--- src/rtl/pc_seq_ctrl_pkg.sv ---
// Shared constants for the next-PC sequencer: address width, vectors, FSM and select encodings.
// Optional build macro: PC_ALIGN_CHK_EN (enables the target alignment check in pc_seq_ctrl).
package pc_seq_ctrl_pkg;

    localparam int ADDRWIDTH = 32;

    localparam logic [ADDRWIDTH-1:0] RESET_VEC_DEF = 32'h0000_0000;
    localparam logic [ADDRWIDTH-1:0] EXC_VEC_DEF   = 32'h0000_0180;

    typedef enum logic [1:0] {
        ST_RUN   = 2'd0,
        ST_HOLD  = 2'd1,
        ST_FLUSH = 2'd2
    } state_e;

    // Encoded in priority order, highest first.
    typedef enum logic [2:0] {
        SEL_EXC  = 3'd0,
        SEL_ERET = 3'd1,
        SEL_BR   = 3'd2,
        SEL_JMP  = 3'd3,
        SEL_PEND = 3'd4,
        SEL_SEQ  = 3'd5
    } sel_e;

    function automatic logic misaligned(input logic [ADDRWIDTH-1:0] addr);
        return addr[1:0] != 2'b00;
    endfunction

endpackage

--- src/rtl/pc_seq_ctrl_if.sv ---
// Core-side signal bundle of the next-PC sequencer; slave is the sequencer, master is the core.
// Optional build macro: PC_ALIGN_CHK_EN (adds adel_o).
interface pc_seq_ctrl_if
    import pc_seq_ctrl_pkg::*;
#(
    parameter int ADDR_W = ADDRWIDTH
) ();
    // Level-qualified requests, sampled every cycle; no valid/ready handshake on this bundle.
    logic [ADDR_W-1:0] pc_cur_i;
    logic              stall_i;
    logic              br_taken_i;
    logic [ADDR_W-1:0] br_target_i;
    logic              jmp_i;
    logic [ADDR_W-1:0] jmp_target_i;
    logic              exc_i;
    logic [ADDR_W-1:0] exc_pc_i;
    logic              eret_i;
    logic [ADDR_W-1:0] pc_next_o;
    logic              keep_o;
    logic              flush_o;
    logic [ADDR_W-1:0] epc_o;
    logic [1:0]        state_o;
`ifdef PC_ALIGN_CHK_EN
    logic              adel_o;
`endif

    modport slave (
        input  pc_cur_i, stall_i, br_taken_i, br_target_i, jmp_i, jmp_target_i,
        input  exc_i, exc_pc_i, eret_i,
        output pc_next_o, keep_o, flush_o, epc_o, state_o
`ifdef PC_ALIGN_CHK_EN
        , output adel_o
`endif
    );

    modport master (
        output pc_cur_i, stall_i, br_taken_i, br_target_i, jmp_i, jmp_target_i,
        output exc_i, exc_pc_i, eret_i,
        input  pc_next_o, keep_o, flush_o, epc_o, state_o
`ifdef PC_ALIGN_CHK_EN
        , input adel_o
`endif
    );

endinterface

--- src/rtl/pc_pend_buf.sv ---
// Pending-redirect register: holds a branch/jump target that arrived while the PC was stalled.
// Clear wins over capture; a capture while already valid overwrites (latest redirect wins).
module pc_pend_buf
    import pc_seq_ctrl_pkg::*;
#(
    parameter int ADDR_W = ADDRWIDTH
) (
    input  logic              clk_i,
    input  logic              rst_i,
    input  logic              cap_i,
    input  logic [ADDR_W-1:0] cap_addr_i,
    input  logic              clr_i,
    output logic              vld_o,
    output logic [ADDR_W-1:0] addr_o
);

    logic              vld_q, vld_d;
    logic [ADDR_W-1:0] addr_q, addr_d;

    always_comb begin
        vld_d  = vld_q;
        addr_d = addr_q;
        if (clr_i) begin
            vld_d = 1'b0;
        end else if (cap_i) begin
            vld_d  = 1'b1;
            addr_d = cap_addr_i;
        end
    end

    always_ff @(posedge clk_i) begin
        if (rst_i) begin
            vld_q  <= 1'b0;
            addr_q <= '0;
        end else begin
            vld_q  <= vld_d;
            addr_q <= addr_d;
        end
    end

    assign vld_o  = vld_q;
    assign addr_o = addr_q;

endmodule

--- src/rtl/pc_seq_ctrl.sv ---
// Next-PC sequencer and hold controller: priority next-PC mux, stall-safe redirect buffering,
// IF/ID flush generation and EPC. Optional build macro: PC_ALIGN_CHK_EN (target alignment check, adel_o).
module pc_seq_ctrl
    import pc_seq_ctrl_pkg::*;
#(
    parameter int                ADDR_W    = ADDRWIDTH,
    parameter logic [ADDR_W-1:0] RESET_VEC = RESET_VEC_DEF,
    parameter logic [ADDR_W-1:0] EXC_VEC   = EXC_VEC_DEF,
    parameter int                FLUSH_CYC = 1
) (
    input  logic         clk_i,
    input  logic         rst_i,
    pc_seq_ctrl_if.slave bus
);

    state_e            state_q, state_d;
    logic [1:0]        cnt_q, cnt_d;
    logic [ADDR_W-1:0] epc_q, epc_d;

    sel_e              sel;
    logic [ADDR_W-1:0] sel_addr;
    logic [ADDR_W-1:0] pc_next_raw;
    logic              keep;
    logic              applied;
    logic              capture;
    logic              adel_hit;

    logic              pend_vld;
    logic [ADDR_W-1:0] pend_addr;
    logic              pend_clr;

    assign keep = bus.stall_i & ~bus.exc_i & ~bus.eret_i;

    always_comb begin
        sel      = SEL_SEQ;
        sel_addr = bus.pc_cur_i + ADDR_W'(4);
        if (bus.exc_i) begin
            sel      = SEL_EXC;
            sel_addr = EXC_VEC;
        end else if (bus.eret_i) begin
            sel      = SEL_ERET;
            sel_addr = epc_q;
        end else if (bus.br_taken_i) begin
            sel      = SEL_BR;
            sel_addr = bus.br_target_i;
        end else if (bus.jmp_i) begin
            sel      = SEL_JMP;
            sel_addr = bus.jmp_target_i;
        end else if (pend_vld && !bus.stall_i) begin
            sel      = SEL_PEND;
            sel_addr = pend_addr;
        end
    end

`ifdef PC_ALIGN_CHK_EN
    logic adel_q;

    // Only a target actually being applied can fault; a stalled branch is checked when it drains.
    assign adel_hit = ~keep && (sel == SEL_ERET || sel == SEL_BR || sel == SEL_JMP || sel == SEL_PEND)
                      && misaligned(sel_addr);

    always_ff @(posedge clk_i) begin
        if (rst_i) adel_q <= 1'b0;
        else       adel_q <= adel_hit;
    end

    assign bus.adel_o = adel_q;
`else
    assign adel_hit = 1'b0;
`endif

    assign pc_next_raw = adel_hit ? EXC_VEC : sel_addr;
    assign applied     = ~keep && (sel != SEL_SEQ);
    assign capture     = bus.stall_i & (bus.br_taken_i | bus.jmp_i) & ~bus.exc_i & ~bus.eret_i;
    // Pending target is consumed (or superseded) as soon as the stall drops.
    assign pend_clr    = bus.exc_i | bus.eret_i | (pend_vld & ~bus.stall_i);

    pc_pend_buf #(
        .ADDR_W (ADDR_W)
    ) u_pend_buf (
        .clk_i      (clk_i),
        .rst_i      (rst_i),
        .cap_i      (capture),
        .cap_addr_i (bus.br_taken_i ? bus.br_target_i : bus.jmp_target_i),
        .clr_i      (pend_clr),
        .vld_o      (pend_vld),
        .addr_o     (pend_addr)
    );

    always_comb begin
        epc_d = epc_q;
        if (bus.exc_i)   epc_d = bus.exc_pc_i;
        else if (adel_hit) epc_d = sel_addr;
    end

    always_comb begin
        state_d = state_q;
        cnt_d   = cnt_q;
        if (capture) begin
            state_d = ST_HOLD;
        end else if (applied) begin
            state_d = ST_FLUSH;
            cnt_d   = 2'(FLUSH_CYC);
        end else begin
            case (state_q)
                ST_HOLD: begin
                    if (!bus.stall_i) state_d = ST_RUN;
                end
                ST_FLUSH: begin
                    if (cnt_q <= 2'd1) begin
                        state_d = ST_RUN;
                        cnt_d   = 2'd0;
                    end else begin
                        cnt_d = cnt_q - 2'd1;
                    end
                end
                default: state_d = state_q;
            endcase
        end
    end

    always_ff @(posedge clk_i) begin
        if (rst_i) begin
            state_q <= ST_RUN;
            cnt_q   <= 2'd0;
            epc_q   <= '0;
        end else begin
            state_q <= state_d;
            cnt_q   <= cnt_d;
            epc_q   <= epc_d;
        end
    end

    assign bus.pc_next_o = rst_i ? RESET_VEC : pc_next_raw;
    assign bus.keep_o    = ~rst_i & keep;
    assign bus.flush_o   = ~rst_i & (state_q == ST_FLUSH);
    assign bus.epc_o     = epc_q;
    assign bus.state_o   = state_q;

endmodule

--- src/flat_wrapper.sv ---
// flat-port wrapper written by rule: the top's interface ports become plain ports
module pc_seq_ctrl_flat import pc_seq_ctrl_pkg::*;
#(
    parameter int                ADDR_W    = ADDRWIDTH,
    parameter logic [ADDR_W-1:0] RESET_VEC = RESET_VEC_DEF,
    parameter logic [ADDR_W-1:0] EXC_VEC   = EXC_VEC_DEF,
    parameter int                FLUSH_CYC = 1
)
  (clk_i, rst_i, bus_pc_cur_i, bus_stall_i, bus_br_taken_i, bus_br_target_i, bus_jmp_i, bus_jmp_target_i, bus_exc_i, bus_exc_pc_i, bus_eret_i, bus_pc_next_o, bus_keep_o, bus_flush_o, bus_epc_o, bus_state_o);
  pc_seq_ctrl_if #(.ADDR_W(ADDR_W)) bus_i ();
  input  logic clk_i;
  input  logic rst_i;
  input wire logic [$bits(bus_i.pc_cur_i)-1:0] bus_pc_cur_i;
  input wire logic [$bits(bus_i.stall_i)-1:0] bus_stall_i;
  input wire logic [$bits(bus_i.br_taken_i)-1:0] bus_br_taken_i;
  input wire logic [$bits(bus_i.br_target_i)-1:0] bus_br_target_i;
  input wire logic [$bits(bus_i.jmp_i)-1:0] bus_jmp_i;
  input wire logic [$bits(bus_i.jmp_target_i)-1:0] bus_jmp_target_i;
  input wire logic [$bits(bus_i.exc_i)-1:0] bus_exc_i;
  input wire logic [$bits(bus_i.exc_pc_i)-1:0] bus_exc_pc_i;
  input wire logic [$bits(bus_i.eret_i)-1:0] bus_eret_i;
  output wire logic [$bits(bus_i.pc_next_o)-1:0] bus_pc_next_o;
  output wire logic [$bits(bus_i.keep_o)-1:0] bus_keep_o;
  output wire logic [$bits(bus_i.flush_o)-1:0] bus_flush_o;
  output wire logic [$bits(bus_i.epc_o)-1:0] bus_epc_o;
  output wire logic [$bits(bus_i.state_o)-1:0] bus_state_o;
  assign bus_i.pc_cur_i = bus_pc_cur_i;
  assign bus_i.stall_i = bus_stall_i;
  assign bus_i.br_taken_i = bus_br_taken_i;
  assign bus_i.br_target_i = bus_br_target_i;
  assign bus_i.jmp_i = bus_jmp_i;
  assign bus_i.jmp_target_i = bus_jmp_target_i;
  assign bus_i.exc_i = bus_exc_i;
  assign bus_i.exc_pc_i = bus_exc_pc_i;
  assign bus_i.eret_i = bus_eret_i;
  assign bus_pc_next_o = bus_i.pc_next_o;
  assign bus_keep_o = bus_i.keep_o;
  assign bus_flush_o = bus_i.flush_o;
  assign bus_epc_o = bus_i.epc_o;
  assign bus_state_o = bus_i.state_o;
  pc_seq_ctrl #(.ADDR_W(ADDR_W), .RESET_VEC(RESET_VEC), .EXC_VEC(EXC_VEC), .FLUSH_CYC(FLUSH_CYC)) u_core (.clk_i(clk_i), .rst_i(rst_i), .bus(bus_i));
endmodule
--- config.mk ---
export PLATFORM = sky130hd
export DESIGN_NAME = pc_seq_ctrl_flat
export DESIGN_NICKNAME = d
export VERILOG_FILES = /design/src/rtl/pc_seq_ctrl_pkg.sv /design/src/rtl/pc_seq_ctrl_if.sv /design/src/rtl/pc_pend_buf.sv /design/src/rtl/pc_seq_ctrl.sv /design/src/flat_wrapper.sv
export SDC_FILE = /design/constraint.sdc
export NUM_CORES = 1
export LEC_CHECK = 0
export ABC_AREA = 1
export CAP_MARGIN = 20
export CORE_MARGIN = 8
export CORE_UTILIZATION = 40
export CTS_BUF_LIST = sky130_fd_sc_hd__clkbuf_2 sky130_fd_sc_hd__clkbuf_4 sky130_fd_sc_hd__clkbuf_8
export DETAILED_ROUTE_END_ITERATION = 10
export PLACE_DENSITY_LB_ADDON = 0.25
export SYNTH_ARGS = -nofsm -noshare
export SYNTH_HDL_FRONTEND = slang
export SYNTH_SLANG_ARGS = --single-unit
--- constraint.sdc ---
create_clock -name clk_i -period 2 [get_ports clk_i]
set_clock_uncertainty 0.1 [all_clocks]
set_input_delay 0.4 -clock clk_i [delete_from_list [all_inputs] [get_ports clk_i]]
set_output_delay 0.4 -clock clk_i [all_outputs]
set_load 0.1 [all_outputs]
==> flow_summary_export.csv, run 1 <==
group,metric,value,unit
final_layout,nets,1405,
floorplanning,initial_utilization,41.0,%
clock_tree,cts_hold_buf,0,
placed_design,numPortBuffers,202,
critical_path,r2r_start,"u_core.u_pend_buf.vld_o",
floorplanning,die-area,16900,um^2
floorplanning,rows,41,
synth,async_flop_share,0,%
critical_path,critPathKind,"input port to primary output",
critical_path,rr_worst_depth,8,
synth,ys_ff_latch,69,
placed_design,dp_slack,-0.811,ns
critical_path,crit_start,"bus_pc_cur_i[12]",
routing,dr.pass1.iters,7,
power_and_ir_drop,switching_share,41.4,%
routing,drt_iter0_drc,889,
power_and_ir_drop,power_density,461,nW/um^2
timing,period_share,124,%
timing,worst_pin_slew,0.463,ns
clock_tree,clkTransAtPathRegs,0.08,ns
synth,syn-cell-area,5200,um^2
critical_path,arrival,1.98,ns
power_and_ir_drop,switching_power,2110,uW
synth,synth_ff_type,"dfxtp_1",
floorplanning,chipHeight,130,um
clock_tree,cts_tree,"yes",
status,failed_checks,"setup timing",
power_and_ir_drop,power,5080,uW
critical_path,endpoint,"bus_pc_next_o[30]",
synth,synth_cell_types,31,
timing,finalSetupViolations,32,
routing,ant_nets,0,
power_and_ir_drop,p_leak,0.00496,uW
placed_design,gp_congestion,0.928,
synth,synth_common_cells,"nand2_1, a21oi_1, inv_1",
critical_path,rrSetupSlack,0.46,ns
power_and_ir_drop,seqPwrFrac,29.3,%
grt,grt_overflow,0,
timing,slew_viol_final,0,
synth,syn-num-nets,1061,
clock_tree,clk_latency,0.37,ns
status,run_status,"finished, violations left",
grt,grt_util_all_layers,31.6,%
synth,synthCells,925,
timing,rsz0062_at_grt,"yes",
critical_path,path_max_fanout,3,
routing,drt-vias-per-instance,5.56,
timing,fin_crit,2.48,ns
routing,routed_wl,28800,um
final_layout,area_delta_synth_final,112,%
clock_tree,root_buffer,"clkbuf_8",
synth,yosysTopAreaCell,"nand2_1",
grt,antenna_found_initial,0,
routing,dr_total_vias,8039,
final_layout,design_area,11000,um^2
flow_run,maxCapViolCount,0,
grt,grt_max_degree,47,
final_layout,fillers,680,
power_and_ir_drop,peakVddDrop,0.000399,V
critical_path,worstReg2RegEnd,"u_core.bus.state_o[1]",
grt,grt_pass1_vias,8117,
critical_path,startpoint_type,"input port",
floorplanning,core_area,12700,um^2
placed_design,placed_area,9560,um^2
critical_path,crit_required,1.50,ns
synth,netlist.area_leader.share,27.4,%
clock_tree,htree_num_levels,3,
final_layout,layout-drive-gt1-share,47.5,%
power_and_ir_drop,p_int,2970,uW
clock_tree,clock-sinks,69,
timing,fmax,0.403,GHz
critical_path,endpoint_kind,"primary output",
synth,ys_seq_area_share,26.6,%
clock_tree,clk_path_buf_depth,2,
hold_path,hold_path_class,"flop to flop",
floorplanning,dieWidth,130,um
timing,hold_violations,0,
synth,yosysWarnings,0,
timing,relSlewSlack,69.1,%
timing,timing.final.ws_setup,-0.483,ns
synth,yosysMostFrequentCell,"nand2_1",
placed_design,hpwl,18200,um
synth,netlist_top_cells_area,"nand2_1, dfxtp_1, a21oi_1",
routing,wl_per_cell,19.9,um
routing,drc,0,
synth,synth_edf_count,0,
clock_tree,numCtsBuffers,9,
synth,syn_avg_cell_area,5.62,um^2
grt,grt_pass1_wl,42100,um
power_and_ir_drop,clkPwrFrac,23.5,%
power_and_ir_drop,power_frac_comb,47.2,%
floorplanning,ios,203,
how the worst min path moves through the flow:
stage | start | end | slack, ns | cells past startpoint
floorplan | u_core.u_pend_buf.addr_o[8] | u_core.u_pend_buf.addr_o[8] | 0.32 | 2
global placement | u_core.u_pend_buf.addr_o[8] | u_core.u_pend_buf.addr_o[8] | 0.33 | 2
detailed placement | u_core.u_pend_buf.addr_o[7] | u_core.u_pend_buf.addr_o[7] | 0.33 | 2
CTS | bus_exc_i | u_core.bus.epc_o[8] | 0.34 | 4
global route | bus_exc_i | u_core.bus.epc_o[8] | 0.37 | 4
finish | u_core.u_pend_buf.addr_o[29] | u_core.u_pend_buf.addr_o[29] | 0.35 | 2
kinds of logic after synthesis:
logic type	count (synthesis)	share of synthesized area, %
adders and majority gates	1	0.241
and+or+nand+nor	497	39.1
DFF	69	26.6
buffers and inverters	139	11.2
xor gates and xnor gates	3	0.506
AOI/OAI and AO/OA	216	22.3
metal layers:
metal | track usage, % | share of wire [%]
met5 | 0 | 0
met4 | 14.3 | 5.6
met3 | 8.36 | 9.5
met2 | 55.1 | 48
met1 | 35.5 | 37
timing repair:
action,CTS,global route
gates cloned,6,1
setup buffers,30,11
setup endpoints to repair,33,34
pin swaps,125,78
resized for setup,305,92
endpoints found under the hold margin,0,0
power by group through the flow:
stage               clock [uW]  sequential [uW]  combinational, uW
detailed placement           0             1520               2130
CTS                       1200             1480               2270
global route              1270             1490               2510
global placement             0             1510               2100
floorplan                    0             1790                944
finish                    1190             1490               2400
flip-flops by register name, indices dropped and copies added, names as in the netlist:
| name | count |
|---|---|
| u_core.bus.epc_o | 32 |
| u_core.bus.state_o | 2 |
| u_core.cnt_q | 2 |
| u_core.u_pend_buf.addr_o | 32 |
| u_core.u_pend_buf.vld_o | 1 |
critical path, stage by stage:
cell	delay, ns
clkbuf_4	0.15
nand2_4	0.07
nor2_4	0.20
nand2_4	0.11
nor2_4	0.15
buf_4	0.12
nand3_1	0.20
nand3_4	0.18
nand2_2	0.07
nand2_2	0.08
a21oi_4	0.07
buf_12	0.17
cells in the final DEF (no fill, tap or decap), drive strengths merged, types with 13 or more instances in the layout:
cell and count:
nand2 388, buf 277, a21oi 121, clkdlybuf4s50 99, inv 86, o21ai 78
dfxtp 69, nor2 63, nand3 38, clkbuf 13
stage by stage:
step | hold slack [ns] | cells | utilization, % | TNS [ns]
floorplan | 0.320 | 925 | - | -4.03
global placement | 0.329 | 1390 | 75.4 | -30.90
detailed placement | 0.333 | 1390 | 75.4 | -32.62
CTS | 0.343 | 1439 | 84.0 | -6.91
global route | 0.368 | 1445 | 86.9 | -10.28
finish | 0.351 | 1446 | 86.9 | -8.77
area by class of cell:
cell class / count / area [um^2] / area share (%)
timing repair buffer: 385 / 4050 / 36.7
multi-input combinational: 717 / 4760 / 43.2
clock inverter: 5 / 60.1 / 0.545
timing repair inverter: 1 / 7.51 / 0.0682
tap: 172 / 215 / 1.95
clock buffer: 10 / 131 / 1.19
sequential: 69 / 1430 / 13.0
antenna: 1 / 2.50 / 0.0227
inverter: 86 / 365 / 3.32
Power figures use the tool's default switching activity.
==> run 2: changes to the inputs <==
--- a/config.mk
+++ b/config.mk
@@ -10,6 +10,7 @@
 export CORE_MARGIN = 8
 export CORE_UTILIZATION = 40
 export CTS_BUF_LIST = sky130_fd_sc_hd__clkbuf_2 sky130_fd_sc_hd__clkbuf_4 sky130_fd_sc_hd__clkbuf_8
+export CTS_CLUSTER_DIAMETER = 120
 export DETAILED_ROUTE_END_ITERATION = 10
 export PLACE_DENSITY_LB_ADDON = 0.25
 export SYNTH_ARGS = -nofsm -noshare
==> results of run 2 <==
Final layout, timing and power as in run 1 (identical DEF).
==> run 3: changes to the inputs <==
--- a/config.mk
+++ b/config.mk
@@ -12,6 +12,7 @@
 export CTS_BUF_LIST = sky130_fd_sc_hd__clkbuf_2 sky130_fd_sc_hd__clkbuf_4 sky130_fd_sc_hd__clkbuf_8
 export CTS_CLUSTER_DIAMETER = 120
 export DETAILED_ROUTE_END_ITERATION = 10
+export GPL_TIMING_DRIVEN = 0
 export PLACE_DENSITY_LB_ADDON = 0.25
 export SYNTH_ARGS = -nofsm -noshare
 export SYNTH_HDL_FRONTEND = slang
==> constraint.sdc (replaced) <==
create_clock -name clk_i -period 2.6 [get_ports clk_i]
set_clock_uncertainty 0.1 [all_clocks]
set_input_delay 0.52 -clock clk_i [delete_from_list [all_inputs] [get_ports clk_i]]
set_output_delay 0.52 -clock clk_i [all_outputs]
set_load 0.1 [all_outputs]
==> run 3 against run 2 <==
Against the previous run: via count down 16%; combinational power down 38%; sequential power down 24%; the run now ends clean; worst setup slack better by 0.50 ns; die area unchanged; routed wire length down 21%; critical path type unchanged; flip-flop and latch count unchanged; count of clock-buffer cells in the layout unchanged; critical path depth down 6; global-route usage down 5.5 points; core utilization down 18 points; total power down 29%.
==> flow_summary_export.csv, run 3 (synthesis results as in run 1) <==
group,metric,value,unit
floorplanning,rows,41,
routing,wl_per_cell,17.2,um
routing,drt-vias-per-instance,5.11,
critical_path,arrival,1.97,ns
floorplanning,dieWidth,130,um
power_and_ir_drop,seqPwrFrac,31.4,%
power_and_ir_drop,p_int,2170,uW
grt,grt_pass1_vias,6456,
timing,fin_crit,2.59,ns
final_layout,layout-drive-gt1-share,24.8,%
power_and_ir_drop,peakVddDrop,0.000341,V
timing,hold_violations,0,
grt,antenna_found_initial,1,
grt,grt_util_all_layers,26.1,%
power_and_ir_drop,switching_power,1440,uW
timing,period_share,99.4,%
critical_path,path_max_fanout,2,
critical_path,crit_start,"bus_jmp_target_i[8]",
routing,ant_nets,0,
placed_design,numPortBuffers,198,
clock_tree,htree_num_levels,3,
clock_tree,cts_hold_buf,0,
grt,grt_overflow,0,
hold_path,hold_path_class,"flop to flop",
routing,dr_total_vias,6768,
clock_tree,root_buffer,"clkbuf_8",
status,run_status,"finished, final reports clean",
timing,fmax,0.387,GHz
floorplanning,core_area,12700,um^2
critical_path,worstReg2RegEnd,"u_core.cnt_q[0]",
placed_design,dp_slack,-1.94,ns
critical_path,rr_worst_depth,9,
grt,grt_max_degree,13,
clock_tree,clk_latency,0.35,ns
clock_tree,clock-sinks,69,
clock_tree,numCtsBuffers,9,
critical_path,endpoint,"bus_pc_next_o[8]",
routing,drt_iter0_drc,599,
timing,rsz0062_at_grt,"yes",
timing,timing.final.ws_setup,0.0145,ns
power_and_ir_drop,clkPwrFrac,27.6,%
routing,routed_wl,22800,um
flow_run,maxCapViolCount,0,
critical_path,r2r_start,"u_core.u_pend_buf.vld_o",
final_layout,most-common-layout-cells,"nand2_1, clkdlybuf4s50_1, a21oi_1, inv_1, dfxtp_1",
critical_path,startpoint_type,"input port",
clock_tree,clk_path_buf_depth,2,
timing,tns,0,ns
power_and_ir_drop,switching_share,39.9,%
clock_tree,cts_tree,"yes",
final_layout,area_delta_synth_final,68.1,%
timing,slew_viol_final,0,
power_and_ir_drop,power_frac_comb,40.9,%
timing,worst_pin_slew,1.01,ns
critical_path,critPathKind,"input port to primary output",
power_and_ir_drop,power_density,413,nW/um^2
grt,grt_pass1_wl,34500,um
placed_design,gp_congestion,0.957,
power_and_ir_drop,p_leak,0.00379,uW
final_layout,nets,1282,
floorplanning,ios,203,
critical_path,endpoint_kind,"primary output",
critical_path,rrSetupSlack,1.15,ns
floorplanning,die-area,16900,um^2
final_layout,layout_commonest_cell,"nand2_1",
critical_path,crit_required,1.98,ns
floorplanning,initial_utilization,41.0,%
routing,drc,0,
final_layout,fillers,1129,
timing,finalSetupViolations,0,
clock_tree,clkTransAtPathRegs,0.09,ns
routing,dr.pass1.iters,5,
placed_design,hpwl,17700,um
timing,relSlewSlack,32.6,%
floorplanning,chipHeight,130,um
## run 3: per-stage QoR
stage                     hold WS [ns]  utilization, %  instances  area [um^2]  power [uW]
after global placement           0.330            61.1       1295         7740        2480
final                            0.347            68.9       1324         8730        3610
after global routing             0.371            68.9       1324         8730        3760
after detailed placement         0.333            61.1       1295         7740        2490
after floorplan                  0.320               -        925         5550        2020
after CTS                        0.346            66.9       1319         8470        3560
## run 3: final cells by class
class / count / area [um^2] / share of cell area, %
diodes: 1 / 2.50 / 0.0286
plain buffers: 52 / 292 / 3.34
clock buffers: 10 / 131 / 1.50
clock inverters: 6 / 87.6 / 1.00
inverters: 86 / 325 / 3.72
multi-input cells: 717 / 4050 / 46.3
flip-flops and latches: 69 / 1380 / 15.8
well taps: 172 / 215 / 2.46
repair buffers: 211 / 2250 / 25.8
## run 3: how the worst min path moves through the flow
stage                                start                          end  cells past startpoint
2_1_floorplan  u_core.u_pend_buf.addr_o[7]  u_core.u_pend_buf.addr_o[7]                      2
3_3_place_gp   u_core.u_pend_buf.addr_o[7]  u_core.u_pend_buf.addr_o[7]                      2
3_5_place_dp   u_core.u_pend_buf.addr_o[7]  u_core.u_pend_buf.addr_o[7]                      2
4_1_cts        u_core.u_pend_buf.addr_o[7]  u_core.u_pend_buf.addr_o[7]                      2
5_1_grt        u_core.u_pend_buf.addr_o[8]  u_core.u_pend_buf.addr_o[8]                      2
6_report       u_core.u_pend_buf.addr_o[7]  u_core.u_pend_buf.addr_o[7]                      2
## run 3: repair_timing
item / in CTS / in global routing
pin swaps: 23 / 54
setup buffers: 7 / 5
gates resized for setup: 458 / 129
endpoints found under the hold margin: 0 / 0
setup endpoints to repair: 34 / 29
gates cloned: 1 / 0
## run 3: layer usage
metal  share of wire, %  GRT usage (%)  wire length (um)  vias up
met5                  0              0                 0        -
met4                3.2           9.02               726        0
li1                   -              -                 -     3394
met3                8.8           6.85              2000       53
met2                 48           44.0             10800      300
met1                 40           31.5              9190     3021
## run 3: power groups by stage
stage               combinational, uW  clock [uW]  sequential (uW)
floorplan                         659           0             1370
global placement                 1330           0             1160
global route                     1560        1060             1140
detailed placement               1330           0             1160
CTS                              1420        1010             1130
finish                           1480         997             1130
## run 3: worst max-delay path, cell delays in order
cell             delay, ns
clkdlybuf4s50_1       0.46
inv_1                 0.06
o31ai_2               0.37
o21ai_4               0.14
a21oi_4               0.21
buf_12                0.19
